## src/rtl/pipe_ctrl_pkg.sv

```systemverilog
// Shared types for the pipeline hazard controller: FSM encoding, register index
// width and the saturating-increment helper used by the performance counters.
package pipe_ctrl_pkg;

  localparam int REG_IDX_W = 4;

  typedef enum logic [1:0] {
    RUN      = 2'd0,
    MEM_WAIT = 2'd1,
    MEM_DONE = 2'd2
  } state_e;

  function automatic logic [31:0] sat_inc(input logic [31:0] val, input logic [31:0] max_val);
    return (val >= max_val) ? val : val + 32'd1;
  endfunction

endpackage

```

## src/rtl/pipeline_hazard_ctrl_hazard_detect.sv

```systemverilog
// Combinational RAW hazard check of the ID operands against in-flight producers.
// With forwarding active only a load in EXE can still cause a stall.
module hazard_detect
  import pipe_ctrl_pkg::*;
(
  input  logic                 fwd_en,
  input  logic                 id_valid,
  input  logic [REG_IDX_W-1:0] id_src1,
  input  logic [REG_IDX_W-1:0] id_src2,
  input  logic                 id_two_src,
  input  logic [REG_IDX_W-1:0] exe_dest,
  input  logic                 exe_wb_en,
  input  logic                 exe_mem_r_en,
  input  logic [REG_IDX_W-1:0] mem_dest,
  input  logic                 mem_wb_en,
  output logic                 hazard
);

  logic exe_prod;
  logic mem_prod;
  logic match1;
  logic match2;

  // The forwarding unit covers every producer except a load whose data is not back yet.
  assign exe_prod = exe_wb_en && (!fwd_en || exe_mem_r_en);
  assign mem_prod = mem_wb_en && !fwd_en;

  assign match1 = (exe_prod && (id_src1 == exe_dest)) || (mem_prod && (id_src1 == mem_dest));
  assign match2 = id_two_src &&
                  ((exe_prod && (id_src2 == exe_dest)) || (mem_prod && (id_src2 == mem_dest)));

  assign hazard = id_valid && (match1 || match2);

endmodule

```

## src/rtl/pipeline_hazard_ctrl.sv

```systemverilog
// Drives freeze/flush pins of the 5-stage pipe registers: memory-wait freeze, branch flush,
// RAW bubble insertion (all combinational), plus registered saturating stall/flush counters.
module pipeline_hazard_ctrl
  import pipe_ctrl_pkg::*;
#(
  parameter int WAIT_CYCLES = 4,
  parameter int CNT_W       = 16
) (
  input  logic                 clk,
  input  logic                 rst,
  input  logic                 fwd_en,
  input  logic                 id_valid,
  input  logic [REG_IDX_W-1:0] id_src1,
  input  logic [REG_IDX_W-1:0] id_src2,
  input  logic                 id_two_src,
  input  logic [REG_IDX_W-1:0] exe_dest,
  input  logic                 exe_wb_en,
  input  logic                 exe_mem_r_en,
  input  logic                 exe_b,
  input  logic [REG_IDX_W-1:0] mem_dest,
  input  logic                 mem_wb_en,
  input  logic                 mem_req,
  output logic                 freeze_pc,
  output logic                 freeze_if_id,
  output logic                 flush_if_id,
  output logic                 flush_id_ex,
  output logic                 freeze_exe,
  output logic                 freeze_mem,
  output logic                 mem_done,
  output logic [CNT_W-1:0]     stall_cnt,
  output logic [CNT_W-1:0]     flush_cnt
);

  localparam int              WCW       = (WAIT_CYCLES > 1) ? $clog2(WAIT_CYCLES) : 1;
  localparam logic [WCW-1:0]  WAIT_LOAD = WCW'((WAIT_CYCLES > 0) ? WAIT_CYCLES - 1 : 0);
  localparam logic [31:0]     CNT_MAX   = 32'({CNT_W{1'b1}});

  state_e           state_q, state_d;
  logic [WCW-1:0]   wait_cnt_q, wait_cnt_d;
  logic [CNT_W-1:0] stall_cnt_q, stall_cnt_d;
  logic [CNT_W-1:0] flush_cnt_q, flush_cnt_d;

  logic hazard;
  logic mem_frz;
  logic mem_done_raw;
  logic stall_ev;
  logic flush_ev;

  hazard_detect u_hazard_detect (
    .fwd_en       (fwd_en),
    .id_valid     (id_valid),
    .id_src1      (id_src1),
    .id_src2      (id_src2),
    .id_two_src   (id_two_src),
    .exe_dest     (exe_dest),
    .exe_wb_en    (exe_wb_en),
    .exe_mem_r_en (exe_mem_r_en),
    .mem_dest     (mem_dest),
    .mem_wb_en    (mem_wb_en),
    .hazard       (hazard)
  );

  always_comb begin
    state_d      = state_q;
    wait_cnt_d   = wait_cnt_q;
    mem_frz      = 1'b0;
    mem_done_raw = 1'b0;
    case (state_q)
      RUN: begin
        if (mem_req) begin
          if (WAIT_CYCLES > 0) begin
            mem_frz    = 1'b1;
            state_d    = MEM_WAIT;
            wait_cnt_d = WAIT_LOAD;
          end else begin
            mem_done_raw = 1'b1;
          end
        end
      end
      MEM_WAIT: begin
        mem_frz = 1'b1;
        if (wait_cnt_q == '0) begin
          state_d = MEM_DONE;
        end else begin
          wait_cnt_d = wait_cnt_q - WCW'(1);
        end
      end
      // mem_req is still high here for the same access; ignore it so it is not replayed.
      MEM_DONE: begin
        mem_done_raw = 1'b1;
        state_d      = RUN;
      end
      default: state_d = RUN;
    endcase
  end

  assign flush_ev = !mem_frz && exe_b;
  assign stall_ev = mem_frz || (hazard && !exe_b);

  always_comb begin
    freeze_pc    = 1'b0;
    freeze_if_id = 1'b0;
    flush_if_id  = 1'b0;
    flush_id_ex  = 1'b0;
    freeze_exe   = 1'b0;
    freeze_mem   = 1'b0;
    mem_done     = 1'b0;
    if (!rst) begin
      mem_done = mem_done_raw;
      if (mem_frz) begin
        freeze_pc    = 1'b1;
        freeze_if_id = 1'b1;
        freeze_exe   = 1'b1;
        freeze_mem   = 1'b1;
      end else if (exe_b) begin
        flush_if_id = 1'b1;
        flush_id_ex = 1'b1;
      end else if (hazard) begin
        freeze_pc    = 1'b1;
        freeze_if_id = 1'b1;
        flush_id_ex  = 1'b1;
      end
    end
  end

  always_comb begin
    stall_cnt_d = stall_cnt_q;
    flush_cnt_d = flush_cnt_q;
    if (stall_ev) stall_cnt_d = CNT_W'(sat_inc(32'(stall_cnt_q), CNT_MAX));
    if (flush_ev) flush_cnt_d = CNT_W'(sat_inc(32'(flush_cnt_q), CNT_MAX));
  end

  always_ff @(posedge clk or posedge rst) begin
    if (rst) begin
      state_q     <= RUN;
      wait_cnt_q  <= '0;
      stall_cnt_q <= '0;
      flush_cnt_q <= '0;
    end else begin
      state_q     <= state_d;
      wait_cnt_q  <= wait_cnt_d;
      stall_cnt_q <= stall_cnt_d;
      flush_cnt_q <= flush_cnt_d;
    end
  end

  assign stall_cnt = stall_cnt_q;
  assign flush_cnt = flush_cnt_q;

endmodule
```

## config.mk

```make
export PLATFORM = sky130hd
export DESIGN_NAME = pipeline_hazard_ctrl
export DESIGN_NICKNAME = d
export VERILOG_FILES = /design/src/rtl/pipe_ctrl_pkg.sv /design/src/rtl/pipeline_hazard_ctrl_hazard_detect.sv /design/src/rtl/pipeline_hazard_ctrl.sv
export SDC_FILE = /design/constraint.sdc
export NUM_CORES = 1
export LEC_CHECK = 0
export CAP_MARGIN = 20
export CORE_MARGIN = 10
export CORE_UTILIZATION = 35
export CTS_BUF_LIST = sky130_fd_sc_hd__clkbuf_2 sky130_fd_sc_hd__clkbuf_4 sky130_fd_sc_hd__clkbuf_8
export CTS_CLUSTER_SIZE = 30
export DETAILED_ROUTE_END_ITERATION = 10
export SYNTH_ARGS = -nofsm -noshare
export SYNTH_HDL_FRONTEND = slang
export SYNTH_HIERARCHICAL = 1
export SYNTH_SLANG_ARGS = --single-unit
```

## constraint.sdc

```tcl
create_clock -name clk -period 1.8 [get_ports clk]
set_input_delay 0.18 -clock clk [delete_from_list [all_inputs] [get_ports clk]]
set_output_delay 0.18 -clock clk [all_outputs]
set_load 0.1 [all_outputs]
```

==> results of run 1 <==
[report_power, final]
part	switching (W)	leakage, nW	total, W	internal, W
Combinational	0.00222	1.06	0.00338	0.00116
Clock	0.000304	0.0586	0.000730	0.000426
Sequential	0.000331	0.409	0.00142	0.00109
Total	0.00286	1.52	0.00554	0.00268
[cell usage after synthesis, types with 3 or more instances]
master	count
mux2_2	9
inv_1	8
xnor2_1	6
nor2_1	12
nand3_1	9
dfrtp_1	36
nor4_1	3
nand4_2	3
xor2_1	30
ha_1	3
nand4_1	11
nor3b_1	6
buf_4	3
nand2_1	11
o21ai_0	8
and4_1	3
nor3_1	11
[worst paths after layout]
kind,endpoint,slack (ns),start,cells after the start
worst max-delay path,freeze_pc,-0.15,id_valid,8
worst min-delay path,flush_cnt[15],0.48,flush_cnt[15],1
worst max register to register,stall_cnt[13],0.01,state_q[1],7
worst min register to register,flush_cnt[15],0.48,flush_cnt[15],1
max in group asynchronous,flush_cnt[4],0.95,rst,3
min in group asynchronous,flush_cnt[13],0.49,rst,3
[logic make-up (layout without fill, tap and decap cells)]
kind of cell	after synthesis	count (layout)
compound gates	24	24
xor+xnor	36	36
fa+ha+maj	3	3
buf+inv	13	116
flops	36	36
mux	11	11
simple gates	83	83
[state kept, by name (all words and copies together) (netlist names)]
signal      cells
wait_cnt_q      2
flush_cnt      16
state_q         2
stall_cnt      16
[per-layer routing]
layer / vias up / GRT usage
li1: 951 / -
met1: 941 / 0.154
met2: 46 / 0.222
met3: 6 / 0.0426
met4: 0 / 0.0441
met5: - / 0
[layout make-up]
| cell class | instances | share of cell area |
|---|---|---|
| clock buffers | 6 | 0.0213 |
| clock inverters | 2 | 0.00976 |
| inverters | 8 | 0.00941 |
| multi-input cells | 157 | 0.388 |
| flip-flops and latches | 36 | 0.276 |
| well taps | 75 | 0.0261 |
| repair buffers | 100 | 0.269 |
[worst max-delay path: stages]
cell	delay (ns)
clkdlybuf4s50_1	0.47
o211ai_1	0.12
o22ai_2	0.21
nand2b_1	0.13
and2_4	0.19
buf_6	0.12
nor2_4	0.14
buf_12	0.19
[stage by stage]
step           area (sq um)  hold slack [ns]  setup TNS (ns)  power [W]  std cells
4_1_cts                3460            0.490           -1.11    0.00546        379
5_1_grt                3590            0.506           -2.64    0.00582        384
3_5_place_dp           3310            0.478          -13.05    0.00461        367
6_report               3590            0.484          -0.829    0.00554        384
2_1_floorplan          2340            0.137           -1.15    0.00357        206
3_3_place_gp           3310            0.471          -12.11    0.00457        367
[timing repair]
action,CTS,global route
buffers inserted,4,7
gates resized for setup,80,16
endpoints found under the setup margin,20,22
pin swaps,21,11
==> results.md, run 1 <==
* Status: complete, but fails checks
* Failing checks: negative setup slack
* CP Launch Type: input port
* Ports at 65
* Synth cell types at 45
* Die height at 98.6 um
* Core Rows at 28
* CTS tree: done
* Num CTS Buffers at 5
* Post-route ant nets at 0
* Main combinational cell family by area after synthesis: simple AND/OR/NAND/NOR gates
* Routed wire length at 6460 um
* Mapped Area at 0.00216 sq mm
* Syn Area/Cell at 10.5 sq um
* CTS H-tree lvls at 2
* Met1 Wirelength at 2810 um
* Vias per cell at 5.06
* FFs w/ async S/R, synth at 1.00
* Post-DP HPWL at 4800 um
* Antenna cells at 0
* Finished Core Util at 0.603
* Top sig layer: met4
* CTS sink cnt at 36
* Filler Cell Count at 512
* Metal2 WL at 3180 um
* Setup-failing EPs final at 9
* Worst setup margin at -0.153 ns
* Max_slew headroom at 0.684
* Pleak at 1.52 nW
* Area of the multi-input gates at 0.00139 sq mm
* Synth top area share at 0.417
* Dominant cell type by area after synthesis: dfrtp_1
* Post-route DRC at 0
* Fraction of the mapped netlist area in adder cells at 0.0174
* Final period util at 1.08
* Syn nets at 235
* WL per Instance at 16.8 um
* Crit path time final at 1.95 ns
* Worst Setup Path Type: in2out
* Worst VDD drop at 0.00187 V
* IO buf count at 64
* Initial antenna violation count at 0
* Post-synth top flop: dfrtp_1
* Core ar. at 0.00596 sq mm
* Initial drt markers at 46
* Crit path DAT at 1.77 ns
* Total GRT Usage at 0.132
* Final Slew Violations at 0
* Number of global-route vias before repair at 2,072
* Flops & latches, synth at 36
* Post-Synth XOR/XNOR Area at 0.146
* PwrDens at 1540 mW/mm^2
* Register area at 991 sq um
* Nets@finish at 337
* Worst Path Required at 1.62 ns
* Routed vias at 1,944
* First-pass detailed-route iteration total at 4
* Hold Vio Cnt, Final at 0
* Synth Area in Compound Gates at 0.0903
* Commonest non-fill, non-tap cell in the layout: buf_4
* Fraction of synthesized area in multiplexers at 0.0585
* Synth Area in Simple Gates at 0.239
* Slew @ Worst Pin at 0.473 ns
* Max-cap check violation count at 0
* Clk_lat worst skew at 0.29 ns
* Cells after Synth at 206
* Share of cells above drive strength 1 at 0.560
* Placer Congestion at 0.770
* Met3 routed WL at 397 um
* Critical Path End Type: primary output
* Clock Skew at 0.00576 ns
* Post-CTS Hold Fix Bufs at 0
* Worst Hold Class: reg2reg
* Clk slew on worst S/H paths at 0.07 ns
* Die area at 0.00972 sq mm
* Max Fclk at 0.512 GHz
* Largest net degree at the start of global routing at 37
* Sequential share of the synthesized area at 0.417
* First-pass GRT wire length at 10,600 um
* Clock Tree Buf Depth at 2
* Die Wd at 98.6 um
* Crit Path Max Fanout at 2
* Pre-CTS WS at -0.794 ns
* CTS root buf: clkbuf_8
* Gr ovfl total at 0
* Area delta synth->final at 66.2%
* Unrepaired setup endpoints after global routing: yes
* Most frequent cells in the layout: buf_4 (56), xor2_1 (30), dfrtp_4 (20)
* Post-synth EDFFs at 0
* Synth top area cells: dfrtp_1 (42%), xor2_1 (12%), mux2_2 (4.7%), nand4_1 (3.2%), nor3_1 (2.5%)
* Syn. warnings at 6
* Starting Density at 0.363
Power figures use the tool's default switching activity.
==> inputs of run 2 (changes only) <==
--- a/config.mk
+++ b/config.mk
@@ -7,10 +7,12 @@
 export LEC_CHECK = 0
 export CAP_MARGIN = 20
 export CORE_MARGIN = 10
-export CORE_UTILIZATION = 35
+export CORE_UTILIZATION = 30
 export CTS_BUF_LIST = sky130_fd_sc_hd__clkbuf_2 sky130_fd_sc_hd__clkbuf_4 sky130_fd_sc_hd__clkbuf_8
 export CTS_CLUSTER_SIZE = 30
 export DETAILED_ROUTE_END_ITERATION = 10
+export PLACE_DENSITY = 0.53
+export REMOVE_ABC_BUFFERS = 1
 export SYNTH_ARGS = -nofsm -noshare
 export SYNTH_HDL_FRONTEND = slang
 export SYNTH_HIERARCHICAL = 1
==> run 2 against run 1 <==
  * The run still ends with negative setup slack left
  * Via count up 3.9%
  * Design area up 5.1%
  * First-iteration DRC count up 100%
  * Sequential power down 16%
  * Clock-buffer cell count up 2
  * Combinational power up 15%
  * Final cell count up 10%
==> results.md, run 2 (synthesized netlist as in run 1, its figures left out) <==
* Status: complete, but fails checks
* Failing checks: negative setup slack
* Ports at 65 (unchanged)
* Initial drt markers at 94 (+100%)
* Num CTS Buffers at 5 (unchanged)
* Non-Filler Instances at 423 (+10%)
* Worst-path cell chain: buf_6, xor2_1, nor4_1, a31oi_1, o22ai_2, nand2b_1, and2_4, buf_6, nor2_4, buf_6, buf_12
* Clock Skew at 0.00207 ns (-0.00369 ns)
* Unrepaired setup endpoints after global routing: yes
* Max Fclk at 0.511 GHz (-0.30%)
* CTS root buf: clkbuf_8
* Routed vias at 2,020 (+3.9%)
* Filler Cell Count at 626 (+22%)
* R2R Path End: stall_cnt[1]
* CTS sink cnt at 36 (unchanged)
* Psw at 0.00285 W (-0.14%)
* Number of global-route vias before repair at 2,107 (+1.7%)
* R2r worst-path depth at 8 (+1)
* Starting Density at 0.313 (-0.0500)
* Clock Tree Buf Depth at 2 (unchanged)
* FF-to-FF Start: state_q[1]
* Crit Path Max Fanout at 2 (unchanged)
* Reg-to-reg slack, setup at 0.01 ns (about the same)
* Post-route DRC at 0 (unchanged)
* Clk_lat worst skew at 0.28 ns (about the same)
* Comb power frac at 0.681 (+0.070)
* Switching share of power at 0.499 (-0.0173)
* CP Launch Type: input port
* Post-DP HPWL at 4970 um (+3.4%)
* Clock share of power at 0.110 (-0.022)
* Area of the multi-input gates at 0.00136 sq mm (-2.5%)
* Nets@finish at 355 (+5.3%)
* Register area at 901 sq um (-9.1%)
* Antenna cells at 0 (unchanged)
* Max_slew headroom at 0.686 (+0.00146)
* Share of cells above drive strength 1 at 0.489 (-0.0706)
* CTS tree: done
* Crit path DAT at 1.78 ns (about the same)
* Die height at 105 um (+6.4%)
* Placer Congestion at 0.789 (+2.5%)
* CTS H-tree lvls at 2 (unchanged)
* Flop pwr share at 0.208 (-0.049)
* CP most frequent cell: buf_6
* Slew @ Worst Pin at 0.471 ns (-0.00218 ns)
* Slowest CP cell: nor4_1
* First-pass detailed-route iteration total at 5 (+1)
* Worst VDD drop at 0.00162 V (-13%)
* Routed wire length at 6610 um (+2.4%)
* Most frequent cells in the layout: buf_4 (57), dfrtp_1 (36), xor2_1 (29)
* Core Rows at 30 (+7.1%)
* Gr ovfl total at 0 (unchanged)
* Pleak at 1.71 nW (+13%)
* Total GRT Usage at 0.122 (-0.00999)
* Worst Hold Class: reg2reg
* Worst Path Required at 1.62 ns (about the same)
* Die area at 0.0110 sq mm (+13%)
* Hold WS at 0.510 ns (+0.0263 ns)
* Min-delay src: flush_cnt[7]
* Initial antenna violation count at 0 (unchanged)
* Final period util at 1.09 (+0.00323)
* P_int at 0.00287 W (+7.0%)
* Critical Path End Type: primary output
* Vias per cell at 4.78 (-5.7%)
* Worst setup margin at -0.158 ns (-0.00582 ns)
* Die Wd at 105 um (+6.4%)
* Area delta synth->final at 74.7%
* Setup-failing EPs final at 10 (+1)
* Largest net degree at the start of global routing at 37 (unchanged)
* Clk slew on worst S/H paths at 0.07 ns (about the same)
* PwrDens at 1520 mW/mm^2 (-1.7%)
* Commonest non-fill, non-tap cell in the layout: buf_4
* First-pass GRT wire length at 11,200 um (+5.1%)
* Core ar. at 0.00691 sq mm (+16%)
* IO buf count at 64 (unchanged)
* Placed Cells incl. Taps at 405 (+10%)
* Crit path time final at 1.96 ns (+0.00582 ns)
* Worst Setup Path Type: in2out
* Max-cap check violation count at 0 (unchanged)
* Worst hold endpoint: flush_cnt[7]
* Final Slew Violations at 0 (unchanged)
* WL per Instance at 15.6 um (-7.0%)
* Hold Vio Cnt, Final at 0 (unchanged)
* Max incr delay on CP at 0.30 ns (-0.17 ns)
* Post-CTS Hold Fix Bufs at 0 (unchanged)
* Post-route ant nets at 0 (unchanged)
* WHS Path Cells at 1 (unchanged)
## run 2: area by class of cell
| type | instances | share of cell area |
|---|---|---|
| timing repair buffer | 118 | 0.336 |
| inverter | 8 | 0.00795 |
| clock buffer | 8 | 0.0259 |
| sequential | 36 | 0.239 |
| multi-input combinational | 157 | 0.360 |
| tap | 96 | 0.0318 |
## run 2: power groups by stage
| stage | Clock (W) | Combinational [W] | Sequential (W) |
|---|---|---|---|
| floorplan | 0 | 0.000845 | 0.00248 |
| global route | 0.000682 | 0.00411 | 0.00122 |
| global placement | 0 | 0.00367 | 0.00120 |
| CTS | 0.000652 | 0.00377 | 0.00119 |
| finish | 0.000631 | 0.00390 | 0.00119 |
| detailed placement | 0 | 0.00369 | 0.00121 |
## run 2: what timing repair did
item | 4_1_cts | 5_1_grt
gates resized for setup | 91 | 24
pin swaps | 22 | 23
cloned | 0 | 0
endpoints found under the setup margin | 19 | 24
buffers inserted | 8 | 4
## run 2: how the worst max path moves through the flow
stage	slack, ns	to	depth (start not counted)	startpoint
after floorplan	-2.07	freeze_if_id	7	exe_dest[3]
after global placement	-0.77	stall_cnt[15]	10	exe_dest[3]
after detailed placement	-0.78	stall_cnt[15]	10	exe_dest[3]
after CTS	-0.11	freeze_pc	11	id_src1[1]
after global routing	-0.28	freeze_pc	11	id_src1[2]
final	-0.16	freeze_pc	11	id_src1[2]
## run 2: layer usage
layer / vias to the layer above / global-route usage / part of all wire
met4: 0 / 0.0402 / 0.011
met3: 4 / 0.0258 / 0.055
li1: 988 / - / -
met5: - / 0 / 0
met1: 970 / 0.166 / 0.46
met2: 58 / 0.186 / 0.47
## run 2: worst max-delay path, delay by kind of cell
family / cells / cell delay [ns]
AOI/OAI and AO/OA: 2 / 0.28
buffers and inverters: 4 / 0.49
xor gates and xnor gates: 1 / 0.15
and+or+nand+nor: 4 / 0.67
## run 2: stage by stage
step	setup TNS (ns)	setup slack, ns	instance area (sq um)	total power, W	util
6_report	-0.879	-0.158	3770	0.00572	0.547
5_1_grt	-2.67	-0.275	3770	0.00601	0.547
4_1_cts	-0.482	-0.115	3640	0.00562	0.527
3_5_place_dp	-12.86	-0.777	3450	0.00489	0.500
3_3_place_gp	-12.78	-0.765	3450	0.00487	0.500
2_1_floorplan	-24.84	-2.07	2120	0.00332	-
